--- config.mk ---
export PLATFORM = sky130hd
export DESIGN_NAME = sdr_cmd_sched_flat
export DESIGN_NICKNAME = d
export VERILOG_FILES = /design/src/rtl/sdr_cmd_sched_if.sv /design/src/rtl/sdr_cmd_sched.sv /design/src/flat_wrapper.sv
export SDC_FILE = /design/constraint.sdc
export NUM_CORES = 1
export LEC_CHECK = 0
export ABC_AREA = 1
export ABC_CLOCK_PERIOD_IN_PS = 1900
export CAP_MARGIN = 15
export CORE_ASPECT_RATIO = 0.8
export CORE_MARGIN = 4
export CORE_UTILIZATION = 55
export CTS_BUF_LIST = sky130_fd_sc_hd__clkbuf_8
export CTS_CLUSTER_DIAMETER = 40
export DETAILED_ROUTE_END_ITERATION = 10
export PLACE_DENSITY = 0.77
export SLEW_MARGIN = 20
export SYNTH_ARGS = -nofsm -noshare
export SYNTH_HDL_FRONTEND = slang
export SYNTH_SLANG_ARGS = --single-unit
export TNS_END_PERCENT = 10
--- constraint.sdc ---
create_clock -name sdram_clk -period 1.9 [get_ports sdram_clk]
set_clock_uncertainty 0.15 [all_clocks]
set_input_delay 0.57 -clock sdram_clk [delete_from_list [all_inputs] [get_ports sdram_clk]]
set_output_delay 0.57 -clock sdram_clk [all_outputs]
set_load 0.02 [all_outputs]
--- src/rtl/sdr_cmd_sched_if.sv ---
// sdr_cmd_sched_if
//   Bundles the requester handshake and the SDRAM command pins of the
//   command scheduler.
//   master : requester side (drives req_*, observes ready/done and the bus)
//   slave  : scheduler side (consumes req_*, drives ready/done and the bus)
//   req_valid/req_ready/req_wr/req_bank/req_row/req_col : request handshake
//   req_done                                            : READ/WRITE issued pulse
//   sdr_cs_n/sdr_ras_n/sdr_cas_n/sdr_we_n/sdr_ba/sdr_addr : SDRAM command pins
interface sdr_cmd_sched_if #(
  parameter int ROW_W = 13,
  parameter int COL_W = 9
) ();

  logic             req_valid;
  logic             req_ready;
  logic             req_wr;
  logic [1:0]       req_bank;
  logic [ROW_W-1:0] req_row;
  logic [COL_W-1:0] req_col;
  logic             req_done;

  logic             sdr_cs_n;
  logic             sdr_ras_n;
  logic             sdr_cas_n;
  logic             sdr_we_n;
  logic [1:0]       sdr_ba;
  logic [ROW_W-1:0] sdr_addr;

  modport master (
    output req_valid, req_wr, req_bank, req_row, req_col,
    input  req_ready, req_done,
    input  sdr_cs_n, sdr_ras_n, sdr_cas_n, sdr_we_n, sdr_ba, sdr_addr
  );

  modport slave (
    input  req_valid, req_wr, req_bank, req_row, req_col,
    output req_ready, req_done,
    output sdr_cs_n, sdr_ras_n, sdr_cas_n, sdr_we_n, sdr_ba, sdr_addr
  );

endinterface

--- src/rtl/sdr_cmd_sched.sv ---
// sdr_cmd_sched
//   Single-requester SDRAM command scheduler. Tracks the open row of each
//   bank (open-page policy), turns read/write requests into
//   PRECHARGE/ACTIVE/READ/WRITE sequences and inserts periodic AUTO_REFRESH.
//   All timing gaps are produced by the FSM itself, so commands are legal
//   by construction. Command pins are registered; NOP whenever idle.
// Ports
//   sdram_clk     : clock, rising edge
//   sdram_resetn  : asynchronous active-low reset
//   sdr_init_done : power-up init finished (only looked at in S_INIT)
//   bus           : slave modport of sdr_cmd_sched_if (request + SDRAM pins)
module sdr_cmd_sched #(
  parameter int ROW_W        = 13,
  parameter int COL_W        = 9,
  parameter int BURST_LENGTH = 1,
  parameter int TRCD         = 3,
  parameter int TRP          = 3,
  parameter int TRAS         = 6,
  parameter int TRFC         = 7,
  parameter int REF_INTERVAL = 780
) (
  input  logic           sdram_clk,
  input  logic           sdram_resetn,
  input  logic           sdr_init_done,
  sdr_cmd_sched_if.slave bus
);

  typedef enum logic [2:0] {
    S_INIT, S_IDLE, S_PRE, S_ACT, S_XFR, S_PREALL, S_REF, S_WAIT
  } state_t;

  // {cs_n, ras_n, cas_n, we_n}
  localparam logic [3:0] CMD_NOP   = 4'b0111;
  localparam logic [3:0] CMD_ACT   = 4'b0011;
  localparam logic [3:0] CMD_READ  = 4'b0101;
  localparam logic [3:0] CMD_WRITE = 4'b0100;
  localparam logic [3:0] CMD_PRE   = 4'b0010;
  localparam logic [3:0] CMD_REF   = 4'b0001;

  localparam int                TRAS_W   = $clog2(TRAS + 1);
  localparam logic [TRAS_W-1:0] TRAS_MAX = TRAS_W'(TRAS);
  localparam int                REF_W    = $clog2(REF_INTERVAL);
  localparam logic [REF_W-1:0]  REF_LAST = REF_W'(REF_INTERVAL - 1);
  localparam int                WAIT_W   = 8;
  localparam logic [ROW_W-1:0]  ADDR_A10 = ROW_W'(1) << 10;

  state_t             state;
  state_t             wait_next;
  logic [WAIT_W-1:0]  wait_cnt;
  logic [3:0]         cmd;
  logic [1:0]         ba_q;
  logic [ROW_W-1:0]   addr_q;
  logic               done_q;

  logic [3:0]         bank_open;
  logic [ROW_W-1:0]   bank_row [4];
  logic [TRAS_W-1:0]  tras_cnt [4];

  logic [REF_W-1:0]   ref_cnt;
  logic               ref_pending;
  logic               ref_wrap;

  logic               lat_wr;
  logic [1:0]         lat_bank;
  logic [ROW_W-1:0]   lat_row;
  logic [COL_W-1:0]   lat_col;

  logic [ROW_W-1:0]   col_addr;
  logic               tras_ok_all;

  assign bus.sdr_cs_n  = cmd[3];
  assign bus.sdr_ras_n = cmd[2];
  assign bus.sdr_cas_n = cmd[1];
  assign bus.sdr_we_n  = cmd[0];
  assign bus.sdr_ba    = ba_q;
  assign bus.sdr_addr  = addr_q;
  assign bus.req_done  = done_q;

  // Requests are only taken from idle, and a pending refresh blocks them.
  assign bus.req_ready = (state == S_IDLE) && !ref_pending;

  // Column goes out zero-extended; A10 must stay low so no auto-precharge.
  // The all-bank precharge may only fire once every open bank has met TRAS.
  always_comb begin
    col_addr              = '0;
    col_addr[COL_W-1:0]   = lat_col;
    col_addr[10]          = 1'b0;
    tras_ok_all           = 1'b1;
    for (int b = 0; b < 4; b++) begin
      if (bank_open[b] && (tras_cnt[b] != TRAS_MAX)) begin
        tras_ok_all = 1'b0;
      end
    end
  end

  // Refresh timer runs once init is complete. A wrap while a refresh is
  // still pending simply keeps it pending; a wrap coinciding with the
  // AUTO_REFRESH cycle wins so that request is not dropped.
  assign ref_wrap = (state != S_INIT) && (ref_cnt == REF_LAST);

  always_ff @(posedge sdram_clk or negedge sdram_resetn) begin
    if (!sdram_resetn) begin
      ref_cnt     <= '0;
      ref_pending <= 1'b0;
    end else begin
      if (state != S_INIT) begin
        ref_cnt <= ref_wrap ? '0 : ref_cnt + 1'b1;
      end
      if (ref_wrap) begin
        ref_pending <= 1'b1;
      end else if (state == S_REF) begin
        ref_pending <= 1'b0;
      end
    end
  end

  // Per-bank ACTIVE age, saturating at TRAS. S_ACT always issues ACTIVE in
  // the same cycle, so being in S_ACT is the restart condition.
  always_ff @(posedge sdram_clk or negedge sdram_resetn) begin
    if (!sdram_resetn) begin
      for (int b = 0; b < 4; b++) begin
        tras_cnt[b] <= '0;
      end
    end else begin
      for (int b = 0; b < 4; b++) begin
        if ((state == S_ACT) && (lat_bank == 2'(b))) begin
          tras_cnt[b] <= '0;
        end else if (tras_cnt[b] != TRAS_MAX) begin
          tras_cnt[b] <= tras_cnt[b] + 1'b1;
        end
      end
    end
  end

  // Main scheduler. Each command state issues its command on its own edge,
  // then parks in S_WAIT for the required number of NOP cycles before
  // moving on; wait_next holds where to go afterwards.
  always_ff @(posedge sdram_clk or negedge sdram_resetn) begin
    if (!sdram_resetn) begin
      state     <= S_INIT;
      wait_next <= S_IDLE;
      wait_cnt  <= '0;
      cmd       <= CMD_NOP;
      ba_q      <= '0;
      addr_q    <= '0;
      done_q    <= 1'b0;
      bank_open <= '0;
      for (int b = 0; b < 4; b++) begin
        bank_row[b] <= '0;
      end
      lat_wr    <= 1'b0;
      lat_bank  <= '0;
      lat_row   <= '0;
      lat_col   <= '0;
    end else begin
      cmd    <= CMD_NOP;
      ba_q   <= '0;
      addr_q <= '0;
      done_q <= 1'b0;
      case (state)
        S_INIT: begin
          if (sdr_init_done) begin
            state <= S_IDLE;
          end
        end
        S_IDLE: begin
          if (ref_pending) begin
            state <= (|bank_open) ? S_PREALL : S_REF;
          end else if (bus.req_valid) begin
            lat_wr   <= bus.req_wr;
            lat_bank <= bus.req_bank;
            lat_row  <= bus.req_row;
            lat_col  <= bus.req_col;
            if (!bank_open[bus.req_bank]) begin
              state <= S_ACT;
            end else if (bank_row[bus.req_bank] == bus.req_row) begin
              state <= S_XFR;
            end else begin
              state <= S_PRE;
            end
          end
        end
        S_PRE: begin
          if (tras_cnt[lat_bank] == TRAS_MAX) begin
            cmd                 <= CMD_PRE;
            ba_q                <= lat_bank;
            bank_open[lat_bank] <= 1'b0;
            if (TRP > 1) begin
              state     <= S_WAIT;
              wait_cnt  <= WAIT_W'(TRP - 1);
              wait_next <= S_ACT;
            end else begin
              state <= S_ACT;
            end
          end
        end
        S_ACT: begin
          cmd                 <= CMD_ACT;
          ba_q                <= lat_bank;
          addr_q              <= lat_row;
          bank_open[lat_bank] <= 1'b1;
          bank_row[lat_bank]  <= lat_row;
          if (TRCD > 1) begin
            state     <= S_WAIT;
            wait_cnt  <= WAIT_W'(TRCD - 1);
            wait_next <= S_XFR;
          end else begin
            state <= S_XFR;
          end
        end
        S_XFR: begin
          cmd    <= lat_wr ? CMD_WRITE : CMD_READ;
          ba_q   <= lat_bank;
          addr_q <= col_addr;
          done_q <= 1'b1;
          if (BURST_LENGTH > 1) begin
            state     <= S_WAIT;
            wait_cnt  <= WAIT_W'(BURST_LENGTH - 1);
            wait_next <= S_IDLE;
          end else begin
            state <= S_IDLE;
          end
        end
        S_PREALL: begin
          if (tras_ok_all) begin
            cmd       <= CMD_PRE;
            addr_q    <= ADDR_A10;
            bank_open <= '0;
            if (TRP > 1) begin
              state     <= S_WAIT;
              wait_cnt  <= WAIT_W'(TRP - 1);
              wait_next <= S_REF;
            end else begin
              state <= S_REF;
            end
          end
        end
        S_REF: begin
          cmd <= CMD_REF;
          if (TRFC > 1) begin
            state     <= S_WAIT;
            wait_cnt  <= WAIT_W'(TRFC - 1);
            wait_next <= S_IDLE;
          end else begin
            state <= S_IDLE;
          end
        end
        S_WAIT: begin
          if (wait_cnt <= WAIT_W'(1)) begin
            state <= wait_next;
          end else begin
            wait_cnt <= wait_cnt - 1'b1;
          end
        end
        default: begin
          state <= S_INIT;
        end
      endcase
    end
  end

endmodule
--- src/flat_wrapper.sv ---
// flat-port wrapper written by rule: the top's interface ports become plain ports
module sdr_cmd_sched_flat 
#(
  parameter int ROW_W        = 13,
  parameter int COL_W        = 9,
  parameter int BURST_LENGTH = 1,
  parameter int TRCD         = 3,
  parameter int TRP          = 3,
  parameter int TRAS         = 6,
  parameter int TRFC         = 7,
  parameter int REF_INTERVAL = 780
)
  (sdram_clk, sdram_resetn, sdr_init_done, bus_req_valid, bus_req_wr, bus_req_bank, bus_req_row, bus_req_col, bus_req_ready, bus_req_done, bus_sdr_cs_n, bus_sdr_ras_n, bus_sdr_cas_n, bus_sdr_we_n, bus_sdr_ba, bus_sdr_addr);
  sdr_cmd_sched_if #(.ROW_W(ROW_W), .COL_W(COL_W)) bus_i ();
  input  logic sdram_clk;
  input  logic sdram_resetn;
  input  logic sdr_init_done;
  input wire logic [$bits(bus_i.req_valid)-1:0] bus_req_valid;
  input wire logic [$bits(bus_i.req_wr)-1:0] bus_req_wr;
  input wire logic [$bits(bus_i.req_bank)-1:0] bus_req_bank;
  input wire logic [$bits(bus_i.req_row)-1:0] bus_req_row;
  input wire logic [$bits(bus_i.req_col)-1:0] bus_req_col;
  output wire logic [$bits(bus_i.req_ready)-1:0] bus_req_ready;
  output wire logic [$bits(bus_i.req_done)-1:0] bus_req_done;
  output wire logic [$bits(bus_i.sdr_cs_n)-1:0] bus_sdr_cs_n;
  output wire logic [$bits(bus_i.sdr_ras_n)-1:0] bus_sdr_ras_n;
  output wire logic [$bits(bus_i.sdr_cas_n)-1:0] bus_sdr_cas_n;
  output wire logic [$bits(bus_i.sdr_we_n)-1:0] bus_sdr_we_n;
  output wire logic [$bits(bus_i.sdr_ba)-1:0] bus_sdr_ba;
  output wire logic [$bits(bus_i.sdr_addr)-1:0] bus_sdr_addr;
  assign bus_i.req_valid = bus_req_valid;
  assign bus_i.req_wr = bus_req_wr;
  assign bus_i.req_bank = bus_req_bank;
  assign bus_i.req_row = bus_req_row;
  assign bus_i.req_col = bus_req_col;
  assign bus_req_ready = bus_i.req_ready;
  assign bus_req_done = bus_i.req_done;
  assign bus_sdr_cs_n = bus_i.sdr_cs_n;
  assign bus_sdr_ras_n = bus_i.sdr_ras_n;
  assign bus_sdr_cas_n = bus_i.sdr_cas_n;
  assign bus_sdr_we_n = bus_i.sdr_we_n;
  assign bus_sdr_ba = bus_i.sdr_ba;
  assign bus_sdr_addr = bus_i.sdr_addr;
  sdr_cmd_sched #(.ROW_W(ROW_W), .COL_W(COL_W), .BURST_LENGTH(BURST_LENGTH), .TRCD(TRCD), .TRP(TRP), .TRAS(TRAS), .TRFC(TRFC), .REF_INTERVAL(REF_INTERVAL)) u_core (.sdram_clk(sdram_clk), .sdram_resetn(sdram_resetn), .sdr_init_done(sdr_init_done), .bus(bus_i));
endmodule
==> impl_metrics.env, run 1 <==
export IMPL_internal_power_mw=8.49
export IMPL_grt_setup_unrepaired="true"
export IMPL_route_final_wire_length_um=17500
export IMPL_globalRouteTotalUtil=0.256
export IMPL_clock_sink_count=137
export IMPL_antenna_diode_count=0
export IMPL_clk_pin_slew_worst_paths_ps=80
export IMPL_detailed_place_hpwl_um=11800
export IMPL_hold_path_class="flip-flop to flip-flop"
export IMPL_cp_slowest_cell="sky130_fd_sc_hd__dfrtp_1"
export IMPL_critical_path_startpoint_type="flip-flop"
export IMPL_route_vias_total=5994
export IMPL_worst_ep_required_time_ps=1180
export IMPL_avgSynthCellArea_sq_um=8.31
export IMPL_dr_first_iter_drc_count=460
export IMPL_slew_headroom=0.654
export IMPL_synth_lib_cells_used_distinct=43
export IMPL_hold_path_startpoint="u_core.lat_col[3]$_DFFE_PN0P_"
export IMPL_number_of_inserted_filler_cells_in_the_final_layout=818
export IMPL_cells_on_worst_reg2reg_path=9
export IMPL_layout_min_cycle_time_ps=2070
export IMPL_timing_critical_path_from="u_core.state[0]$_DFFE_PN0P_"
export IMPL_synth_largest_type_area_fraction=0.497
export IMPL_critPathArrivalTime_ps=1350
export IMPL_net_switching_power_figure_mw=5.72
export IMPL_synth_seq_cells=137
export IMPL_design_die_area_sq_mm=0.0140
export IMPL_outcome="finished, violations left"
export IMPL_die_w_um=131
export IMPL_synth_net_count=845
export IMPL_portBuffers=48
export IMPL_number_of_max_cap_violations=0
export IMPL_grt_ovfl_total=0
export IMPL_postSynthCellCount=805
export IMPL_core_area_sq_mm=0.0117
export IMPL_h_tree_depth=4
export IMPL_clock_latency_ps=450
export IMPL_detailedRoute_firstPassIterationCount=5
export IMPL_setup_viols_final=39
export IMPL_flow_area_growth_from_synthesis_pct=28.7
export IMPL_placedCellCount=1049
export IMPL_fmax_mhz=484
export IMPL_failed_checks="setup timing"
export IMPL_std_cell_rows=35
export IMPL_worst_path_bufs_invs=2
export IMPL_critical_path_endpoint_type="output port"
export IMPL_global_route_peak_usage_layer="met2"
export IMPL_cp_cell_sequence="inv_2 -> nor4_4 -> buf_4"
export IMPL_vias_per_cell=5.47
export IMPL_globalRouteMet3Util=0.0582
export IMPL_route_detailed_wl_per_inst_um=16.0
export IMPL_worstMarginPinSlew_ps=519
export IMPL_grt_util_met1=0.336
export IMPL_antenna_found_initial=0
export IMPL_num_nets_final=974
export IMPL_synth_seq_area_share=0.513
export IMPL_final_setup_worst_slack_ps=-167
export IMPL_timing_critical_path_max_delay_family="flip-flops"
export IMPL_drv_slew=0
export IMPL_die_y_um=107
export IMPL_fin_cells=1095
export IMPL_share_clk_of_total_power=0.200
export IMPL_power_frac_comb=0.451
export IMPL_grt_pass1_wl_um=28800
export IMPL_placement_cell_area_sq_mm=0.00784
export IMPL_endpoint="bus_req_ready"
export IMPL_final_util=0.737
export IMPL_yosys_warnings=0
export IMPL_crit_type="flip-flop to output port"
export IMPL_finalInstanceArea_sq_mm=0.00861
export IMPL_synthTopCellsByArea="sky130_fd_sc_hd__dfrtp_1 50%, sky130_fd_sc_hd__nand2_1 13%, sky130_fd_sc_hd__inv_1 4.0%"
export IMPL_largest_net_degree_at_the_start_of_global_routing=39
export IMPL_part_of_the_power_in_registers=0.350
export IMPL_tritoncts="done"
export IMPL_inserted_clock_buffers=17
export IMPL_fin_hold_ws_ps=335
export IMPL_floorplan_initialDensity=0.572
export IMPL_place_gp_congestion=0.875
export IMPL_max_vdd_ir_drop_uv=1010
export IMPL_fin_total_pwr_mw=14.2
export IMPL_preCtsSetupSlack_ps=-787
export IMPL_via_count_of_the_first_global_routing_pass=5987
export IMPL_slowest_delay_ps=370
export IMPL_r2r_end="u_core.bank_open[1]$_DFFE_PN0P_"
export IMPL_clk_root_buffer_cell="sky130_fd_sc_hd__clkbuf_8"
export IMPL_groute_layer_met2_usage=0.421
export IMPL_rr_startpoint="u_core.state[1]$_DFFE_PN0P_"
export IMPL_drt_antenna_violating_nets=0
export IMPL_synth_area_leader_cell="sky130_fd_sc_hd__dfrtp_1"
export IMPL_detail_route_drc_violations=0
export IMPL_rrSetupSlack_ps=-120
export IMPL_powerDensity_mw_per_mm2=1650
export IMPL_clk_path_buf_depth=2
export IMPL_crit_cells=3
export IMPL_io_pins=50
export IMPL_leakagePower_nw=4.22
export IMPL_fin_tns_setup_ps=-1590
export IMPL_drive_above_1_share=0.229
export IMPL_mappedNetlistArea_sq_mm=0.00669
export IMPL_swShare=0.402
export IMPL_critical_path_peak_fanout=2
export IMPL_timing_final_hold_violations=0
export IMPL_post_route_period_util=1.09
layout by cell type, fill, tap and decap left out, types with 4 or more instances in the layout:
| master | n |
|---|---|
| sky130_fd_sc_hd__a21oi_1 | 22 |
| sky130_fd_sc_hd__buf_12 | 7 |
| sky130_fd_sc_hd__buf_2 | 4 |
| sky130_fd_sc_hd__buf_4 | 76 |
| sky130_fd_sc_hd__buf_6 | 5 |
| sky130_fd_sc_hd__bufinv_16 | 5 |
| sky130_fd_sc_hd__clkbuf_8 | 19 |
| sky130_fd_sc_hd__clkdlybuf4s15_1 | 10 |
| sky130_fd_sc_hd__clkdlybuf4s50_1 | 25 |
| sky130_fd_sc_hd__dfrtp_1 | 131 |
| sky130_fd_sc_hd__dfstp_2 | 4 |
| sky130_fd_sc_hd__dlygate4sd2_1 | 6 |
| sky130_fd_sc_hd__ha_1 | 7 |
| sky130_fd_sc_hd__inv_1 | 63 |
| sky130_fd_sc_hd__inv_2 | 19 |
| sky130_fd_sc_hd__inv_4 | 6 |
| sky130_fd_sc_hd__inv_6 | 4 |
| sky130_fd_sc_hd__mux2_1 | 10 |
| sky130_fd_sc_hd__nand2_1 | 217 |
| sky130_fd_sc_hd__nand2_2 | 12 |
| sky130_fd_sc_hd__nand2_4 | 6 |
| sky130_fd_sc_hd__nand3_1 | 48 |
| sky130_fd_sc_hd__nor2_1 | 54 |
| sky130_fd_sc_hd__nor2_2 | 10 |
| sky130_fd_sc_hd__nor2_4 | 6 |
| sky130_fd_sc_hd__nor3_1 | 14 |
| sky130_fd_sc_hd__o21ai_0 | 48 |
| sky130_fd_sc_hd__o21ai_1 | 49 |
| sky130_fd_sc_hd__xnor2_1 | 4 |
| sky130_fd_sc_hd__xor2_1 | 5 |
worst reg2reg max path: cells and delay by family (launching register included):
family	cells	cell delay, ps
flops	1	420
buf+inv	5	780
compound gates	2	290
simple gates	2	280
sequential cells by signal (all words and copies together), names as in the netlist:
signal and count:
u_core.bank_row 52, u_core.bus.sdr_addr 13, u_core.lat_row 13, u_core.tras_cnt 12, u_core.ref_cnt 10, u_core.lat_col 9, u_core.wait_cnt 8, u_core.bank_open 4
u_core.cmd 3, u_core.state 3, u_core.wait_next 3, u_core.bus.sdr_ba 2, u_core.lat_bank 2, u_core.bus.req_done 1, u_core.lat_wr 1, u_core.ref_pending 1
cell families after synthesis:
logic type	Yosys count	synth area share
and+or+nand+nor	381	0.248
AOI/OAI and AO/OA	138	0.114
DFF	137	0.513
buffers and inverters	118	0.0746
adders and majority gates	11	0.0206
muxes	10	0.0168
xor gates and xnor gates	9	0.0118
other	1	0.000560
cells in the mapped netlist (all sizes together):
cell type / number
mux2: 10
or2: 1
o211ai: 2
o221ai: 1
clkbuf: 8
xnor2: 4
nor3: 19
o22ai: 4
buf: 19
inv: 89
nand2: 235
dfstp: 4
ha: 11
a21boi: 1
nand3: 50
a21oi: 23
o31ai: 2
xor2: 5
o21ai: 100
o32ai: 1
clkinv: 2
a22oi: 2
dfrtp: 133
nor3b: 1
conb: 1
nor2: 70
nor4: 2
nand4: 3
a211oi: 2
power by group through the flow:
stage | clock, mW | sequential [mW] | combinational (mW)
5_1_grt | 3.00 | 5.09 | 7.14
4_1_cts | 2.87 | 4.87 | 5.83
3_3_place_gp | 0 | 4.86 | 5.55
2_1_floorplan | 0 | 4.89 | 3.51
6_report | 2.84 | 4.97 | 6.41
3_5_place_dp | 0 | 4.91 | 5.83
per-layer routing:
| layer | routed length (um) | up-vias |
|---|---|---|
| li1 | - | 2840 |
| met1 | 7500 | 2911 |
| met5 | 0 | - |
| met2 | 8590 | 204 |
| met3 | 1050 | 39 |
| met4 | 343 | 0 |
worst min path at each step:
| stage | endpoint | slack (ps) | cells after the start |
|---|---|---|---|
| 6_report | u_core.bus.sdr_addr[3]$_DFF_PN0_ | 330 | 2 |
| 5_1_grt | u_core.bus.sdr_addr[7]$_DFF_PN0_ | 360 | 2 |
| 4_1_cts | u_core.bus.sdr_addr[3]$_DFF_PN0_ | 340 | 2 |
| 2_1_floorplan | u_core.bank_open[0]$_DFFE_PN0P_ | 120 | 0 |
| 3_3_place_gp | u_core.wait_next[0]$_DFFE_PN1P_ | 310 | 2 |
| 3_5_place_dp | u_core.wait_next[0]$_DFFE_PN1P_ | 320 | 2 |
layout make-up:
cell class / instances / area [sq um] / share of cell area
timing repair buffer: 136 / 1230 / 0.142
tap: 148 / 185 / 0.0215
multi-input combinational: 550 / 2920 / 0.339
sequential: 137 / 3440 / 0.399
inverter: 91 / 363 / 0.0421
clock buffer: 19 / 262 / 0.0304
timing repair inverter: 1 / 7.51 / 0.000871
clock inverter: 13 / 215 / 0.0250
repair_timing:
action | 4_1_cts | 5_1_grt
endpoints found under the hold margin | 31 | 0
hold buffers | 1 | 0
setup buffers | 4 | 9
pin swaps | 3 | 10
resized for setup | 48 | 69
cloned | 1 | 0
endpoints found under the setup margin | 54 | 95
Note: power is estimated with default switching activity, not from simulation.
==> inputs of run 2 (changes only) <==
Settings changed: ABC_AREA 1 to not set, CORE_UTILIZATION 55 to 50, HOLD_SLACK_MARGIN set to 0.03, PLACE_DENSITY 0.77 to 0.71.
==> impl_metrics.env, run 2 <==
export IMPL_failed_checks="setup timing"
export IMPL_via_count_of_the_first_global_routing_pass=4823
export IMPL_critical_path_endpoint_type="flip-flop"
export IMPL_synth_lib_cells_used_distinct=61
export IMPL_critPathArrivalTime_ps=2630
export IMPL_internal_power_mw=9.57
export IMPL_detailedRoute_firstPassIterationCount=4
export IMPL_vias_per_cell=5.48
export IMPL_dr_first_iter_drc_count=395
export IMPL_hold_path_class="flip-flop to flip-flop"
export IMPL_grt_pass1_wl_um=25200
export IMPL_clock_sink_count=137
export IMPL_part_of_the_power_in_registers=0.351
export IMPL_h_tree_depth=4
export IMPL_cp_slowest_cell="sky130_fd_sc_hd__or4_1"
export IMPL_fin_total_pwr_mw=15.2
export IMPL_share_clk_of_total_power=0.169
export IMPL_clock_latency_ps=450
export IMPL_synth_seq_area_share=0.534
export IMPL_inserted_clock_buffers=17
export IMPL_rr_startpoint="u_core.tras_cnt[0]$_DFFE_PN0P_"
export IMPL_core_area_sq_mm=0.0124
export IMPL_antenna_found_initial=1
export IMPL_post_route_period_util=1.27
export IMPL_outcome="finished, violations left"
export IMPL_final_setup_worst_slack_ps=-504
export IMPL_route_final_wire_length_um=15500
export IMPL_design_die_area_sq_mm=0.0148
export IMPL_mostFrequentLayoutCells="132 x sky130_fd_sc_hd__dfrtp_1, 77 x sky130_fd_sc_hd__buf_4, 75 x sky130_fd_sc_hd__mux2_2"
export IMPL_flow_area_growth_from_synthesis_pct=33.4
export IMPL_io_pins=50
export IMPL_die_w_um=135
export IMPL_synth_largest_type_area_fraction=0.518
export IMPL_timing_critical_path_max_delay_family="simple AND/OR/NAND/NOR gates"
export IMPL_crit_type="flip-flop to flip-flop"
export IMPL_worst_ep_required_time_ps=2120
export IMPL_drive_above_1_share=0.417
export IMPL_largest_net_degree_at_the_start_of_global_routing=43
export IMPL_floorplan_initialDensity=0.519
export IMPL_detailed_place_hpwl_um=11000
export IMPL_drt_antenna_violating_nets=0
export IMPL_std_cell_rows=36
export IMPL_drv_slew=0
export IMPL_fin_hold_ws_ps=346
export IMPL_slowest_delay_ps=480
export IMPL_critical_path_startpoint_type="flip-flop"
export IMPL_layout_min_cycle_time_ps=2400
export IMPL_tritoncts="done"
export IMPL_max_vdd_ir_drop_uv=792
export IMPL_clk_path_buf_depth=2
export IMPL_clk_pin_slew_worst_paths_ps=80
export IMPL_yosysMostFrequentCell="sky130_fd_sc_hd__dfrtp_1"
export IMPL_mappedNetlistArea_sq_mm=0.00643
export IMPL_die_y_um=109
export IMPL_route_vias_total=4617
export IMPL_swShare=0.369
export IMPL_antenna_diode_count=0
export IMPL_critical_path_peak_fanout=6
export IMPL_timing_final_hold_violations=0
export IMPL_grt_ovfl_total=0
export IMPL_net_switching_power_figure_mw=5.60
export IMPL_synth_net_count=556
export IMPL_route_detailed_wl_per_inst_um=18.4
export IMPL_worst_path_bufs_invs=1
export IMPL_yosys_warnings=0
export IMPL_timing_critical_path_from="u_core.tras_cnt[0]$_DFFE_PN0P_"
export IMPL_synthTopCellsByArea="sky130_fd_sc_hd__dfrtp_1 52%, sky130_fd_sc_hd__mux2_2 14%, sky130_fd_sc_hd__mux4_2 3.9%"
export IMPL_num_nets_final=698
export IMPL_portBuffers=48
export IMPL_synth_area_leader_cell="sky130_fd_sc_hd__dfrtp_1"
export IMPL_setup_viols_final=23
export IMPL_synth_seq_cells=137
export IMPL_postSynthCellCount=516
export IMPL_avgSynthCellArea_sq_um=12.5
export IMPL_synth_edff_count=0
export IMPL_grt_setup_unrepaired="true"
export IMPL_rrSetupSlack_ps=-500
export IMPL_clk_root_buffer_cell="sky130_fd_sc_hd__clkbuf_8"
export IMPL_largest_register_ff_count=52
export IMPL_place_gp_congestion=0.891
export IMPL_number_of_inserted_filler_cells_in_the_final_layout=868
export IMPL_final_util=0.693
export IMPL_number_of_max_cap_violations=0
export IMPL_yosys_top_cells_count="133 x sky130_fd_sc_hd__dfrtp_1, 79 x sky130_fd_sc_hd__mux2_2, 37 x sky130_fd_sc_hd__nor2_1, 26 x sky130_fd_sc_hd__nand2_1, 14 x sky130_fd_sc_hd__xor2_1"
export IMPL_final_common_cell="sky130_fd_sc_hd__dfrtp_1"
export IMPL_hold_path_startpoint="u_core.lat_col[8]$_DFFE_PN0P_"
export IMPL_register_with_the_most_flip_flops="u_core.bank_row"
export IMPL_fmax_mhz=416
export IMPL_dominantRegCellSynth="sky130_fd_sc_hd__dfrtp_1"
export IMPL_globalRouteTotalUtil=0.222
export IMPL_share_of_flip_flops_with_an_asynchronous_set_or_reset=1.00
export IMPL_preCtsSetupSlack_ps=-1250
export IMPL_powerDensity_mw_per_mm2=1770
export IMPL_detail_route_drc_violations=0
export IMPL_leakagePower_nw=3.89
export IMPL_cp_cell_sequence="inv_1 -> ha_2 -> a21boi_2 -> a2111oi_4 -> a21oi_2 -> or3_4 -> or4_1 -> a21boi_1"
export IMPL_power_frac_comb=0.480
run 2: cell families after synthesis:
group / share of synthesized area
AOI/OAI and AO/OA: 0.0856
xor gates and xnor gates: 0.0368
adders and majority gates: 0.0214
buffers and inverters: 0.0263
DFF: 0.534
muxes: 0.194
other: 0.000583
and+or+nand+nor: 0.102
run 2: worst paths after layout:
kind	cells after the start	to
max in group asynchronous	3	u_core.wait_next[0]$_DFFE_PN1P_
worst max register to register	8	u_core.wait_cnt[7]$_DFFE_PN0P_
worst min register to register	1	u_core.bus.sdr_addr[8]$_DFF_PN0_
worst max-delay path	8	u_core.wait_cnt[7]$_DFFE_PN0P_
worst min-delay path	1	u_core.bus.sdr_addr[8]$_DFF_PN0_
min in group asynchronous	2	u_core.wait_cnt[5]$_DFFE_PN0P_
run 2: per-layer routing:
layer,GRT usage,vias up,wire length [um]
met2,0.336,116,7200
met3,0.0576,14,950
met4,0.0581,0,161
met1,0.320,2351,7210
met5,0,-,0
li1,-,2136,-
run 2: cell type report:
type	count	area [sq um]	area share
clock inverter	15	190	0.0222
tap	171	214	0.0249
clock buffer	17	234	0.0273
sequential	137	3430	0.400
multi-input combinational	340	3070	0.358
timing repair buffer	148	1380	0.161
inverter	14	52.6	0.00612
run 2: power groups by stage:
stage	combinational (mW)	clock (mW)	sequential [mW]
detailed placement	6.42	0	5.31
floorplan	3.81	0	5.20
global route	7.87	2.75	5.50
finish	7.28	2.56	5.33
CTS	6.80	2.61	5.28
global placement	6.18	0	5.25
run 2: timing repair:
action / CTS / global route
gates resized for setup: 69 / 46
hold buffers: 1 / 0
buffers inserted: 5 / 6
pin swaps: 14 / 16
setup endpoints to repair: 97 / 85
hold endpoints to repair: 21 / 0
run 2: metrics by stage:
| stage | instance area (sq um) | std cells | TNS [ps] |
|---|---|---|---|
| 2_1_floorplan | 6490 | 516 | -16380 |
| 3_3_place_gp | 7840 | 800 | -15460 |
| 3_5_place_dp | 7840 | 800 | -16320 |
| 4_1_cts | 8390 | 838 | -7400 |
| 5_1_grt | 8580 | 842 | -9460 |
| 6_report | 8580 | 842 | -7110 |
==> inputs of run 3 (changes only) <==
Settings changed: PLACE_DENSITY 0.71 to not set, PLACE_DENSITY_LB_ADDON set to 0.2.
==> impl_metrics.env, run 3 (synthesis results as in run 2) <==
export IMPL_outcome="finished, violations left"
export IMPL_failed_checks="setup timing"
export IMPL_dr_first_iter_drc_count=341
export IMPL_clk_pin_slew_worst_paths_ps=90
export IMPL_fmax_mhz=403
export IMPL_timing_final_hold_violations=0
export IMPL_crit_type="flip-flop to flip-flop"
export IMPL_tritoncts="done"
export IMPL_max_vdd_ir_drop_uv=784
export IMPL_mostFrequentLayoutCells="132 x sky130_fd_sc_hd__dfrtp_1, 86 x sky130_fd_sc_hd__buf_4, 66 x sky130_fd_sc_hd__mux2_2"
export IMPL_detail_route_drc_violations=0
export IMPL_rrSetupSlack_ps=-580
export IMPL_flow_area_growth_from_synthesis_pct=34.7
export IMPL_route_final_wire_length_um=16200
export IMPL_core_area_sq_mm=0.0124
export IMPL_drive_above_1_share=0.427
export IMPL_antenna_found_initial=0
export IMPL_portBuffers=48
export IMPL_layout_min_cycle_time_ps=2480
export IMPL_route_vias_total=4768
export IMPL_clk_path_buf_depth=2
export IMPL_internal_power_mw=9.58
export IMPL_clock_sink_count=137
export IMPL_h_tree_depth=4
export IMPL_grt_setup_unrepaired="true"
export IMPL_die_y_um=109
export IMPL_hold_path_class="flip-flop to flip-flop"
export IMPL_powerDensity_mw_per_mm2=1760
export IMPL_detailedRoute_firstPassIterationCount=8
export IMPL_inserted_clock_buffers=17
export IMPL_cells_on_worst_reg2reg_path=9
export IMPL_globalRouteTotalUtil=0.229
export IMPL_largest_net_degree_at_the_start_of_global_routing=43
export IMPL_std_cell_rows=36
export IMPL_number_of_inserted_filler_cells_in_the_final_layout=837
export IMPL_critical_path_endpoint_type="flip-flop"
export IMPL_largest_register_ff_count=52
export IMPL_clk_root_buffer_cell="sky130_fd_sc_hd__clkbuf_8"
export IMPL_drv_slew=0
export IMPL_drt_antenna_violating_nets=0
export IMPL_num_nets_final=706
export IMPL_hold_path_startpoint="u_core.lat_col[0]$_DFFE_PN0P_"
export IMPL_floorplan_initialDensity=0.519
export IMPL_holdPathStages=1
export IMPL_die_w_um=135
export IMPL_setup_viols_final=23
export IMPL_antenna_diode_count=0
export IMPL_route_detailed_wl_per_inst_um=19.1
export IMPL_final_setup_worst_slack_ps=-578
export IMPL_fin_hold_ws_ps=357
export IMPL_part_of_the_power_in_registers=0.353
export IMPL_place_gp_congestion=0.864
export IMPL_r2r_end="u_core.wait_cnt[5]$_DFFE_PN0P_"
export IMPL_min_to="u_core.bus.sdr_addr[0]$_DFF_PN0_"
export IMPL_via_count_of_the_first_global_routing_pass=4905
export IMPL_number_of_max_cap_violations=0
export IMPL_io_pins=50
export IMPL_clock_latency_ps=440
export IMPL_swShare=0.372
export IMPL_critical_path_startpoint_type="flip-flop"
export IMPL_grt_pass1_wl_um=25900
export IMPL_finalInstanceArea_sq_mm=0.00866
export IMPL_critical_path_peak_fanout=7
export IMPL_register_with_the_most_flip_flops="u_core.bank_row"
export IMPL_design_die_area_sq_mm=0.0148
export IMPL_vias_per_cell=5.61
export IMPL_grt_ovfl_total=0
export IMPL_net_switching_power_figure_mw=5.67
export IMPL_rr_startpoint="u_core.tras_cnt[6]$_DFFE_PN0P_"
export IMPL_detailed_place_hpwl_um=10900
export IMPL_post_route_period_util=1.30
export IMPL_worst_ep_required_time_ps=2080
export IMPL_leakagePower_nw=3.96
export IMPL_share_clk_of_total_power=0.163
export IMPL_critPathArrivalTime_ps=2660
export IMPL_final_common_cell="sky130_fd_sc_hd__dfrtp_1"
export IMPL_placement_cell_area_sq_mm=0.00787
export IMPL_power_frac_comb=0.484
[run 3: changes by cell type in the layout (fill, tap and decap cells not counted), moves of 2 or more]
cell and delta:
sky130_fd_sc_hd__buf_4 +9, sky130_fd_sc_hd__buf_6 -2, sky130_fd_sc_hd__clkdlybuf4s15_1 -6, sky130_fd_sc_hd__clkinv_4 -4
sky130_fd_sc_hd__clkinvlp_4 +3, sky130_fd_sc_hd__dlygate4sd2_1 +7, sky130_fd_sc_hd__inv_6 +2, sky130_fd_sc_hd__mux2_2 -9
sky130_fd_sc_hd__mux2_4 +9, sky130_fd_sc_hd__nor2_2 +2, sky130_fd_sc_hd__nor2_4 -2, sky130_fd_sc_hd__nor2b_2 -2
[run 3: power groups by stage]
stage          clock network (mW)  logic [mW]  registers [mW]
2_1_floorplan                   0        3.81            5.20
3_3_place_gp                    0        6.23            5.27
3_5_place_dp                    0        6.48            5.33
4_1_cts                      2.52        6.96            5.31
5_1_grt                      2.65        7.98            5.53
6_report                     2.48        7.38            5.38
[run 3: timing repair]
action                                  4_1_cts  5_1_grt
gates resized for setup                      83       31
hold buffers                                  1        0
pin swaps                                    23        9
endpoints found under the setup margin       97       73
hold endpoints to repair                     33        0
cloned                                        1        0
setup buffers                                10        4
[run 3: metal layers]
metal	vias up	routed length, um	global-route usage
met5	-	0	0
met4	0	250	0.0676
met3	26	1000	0.0499
met2	157	7630	0.363
met1	2425	7330	0.320
li1	2160	-	-
[run 3: worst max-delay path, stage by stage (launching register included)]
cell	delay, ps
sky130_fd_sc_hd__dfrtp_1	380
sky130_fd_sc_hd__inv_1	60
sky130_fd_sc_hd__ha_2	180
sky130_fd_sc_hd__a21boi_2	70
sky130_fd_sc_hd__a2111oi_4	400
sky130_fd_sc_hd__a21oi_2	110
sky130_fd_sc_hd__or3_4	390
sky130_fd_sc_hd__buf_6	140
sky130_fd_sc_hd__o31a_1	290
sky130_fd_sc_hd__o21a_1	190
[run 3: through the flow]
step | util | instances | setup slack (ps) | power [mW] | TNS (ps)
global placement | 0.636 | 803 | -1180 | 11.5 | -16420
CTS | 0.688 | 847 | -519 | 14.8 | -7020
global route | 0.699 | 850 | -660 | 16.2 | -9910
floorplan | - | 516 | -489 | 9.01 | -16380
detailed placement | 0.636 | 803 | -1220 | 11.8 | -18380
finish | 0.699 | 850 | -578 | 15.2 | -7950
[run 3: cell type report]
class                   instances  area, sq um  share of cell area
clock buffers                  18          248              0.0286
clock inverters                14          161              0.0186
inverters                      14         52.6             0.00607
multi-input cells             340         3100               0.358
flip-flops and latches        137         3430               0.397
well taps                     171          214              0.0247
repair buffers                156         1450               0.168
[run 3: how the worst max path moves through the flow]
stage / from / endpoint / slack (ps) / depth (start not counted)
after floorplan: bus_req_bank[0] / u_core.state[1]$_DFFE_PN0P_ / -490 / 7
after global placement: bus_req_bank[0] / u_core.state[1]$_DFFE_PN0P_ / -1180 / 8
after detailed placement: bus_req_bank[0] / u_core.state[1]$_DFFE_PN0P_ / -1220 / 8
after CTS: u_core.tras_cnt[6]$_DFFE_PN0P_ / u_core.wait_cnt[7]$_DFFE_PN0P_ / -520 / 8
after global routing: u_core.tras_cnt[3]$_DFFE_PN0P_ / u_core.wait_cnt[5]$_DFFE_PN0P_ / -660 / 9
final: u_core.tras_cnt[6]$_DFFE_PN0P_ / u_core.wait_cnt[5]$_DFFE_PN0P_ / -580 / 9
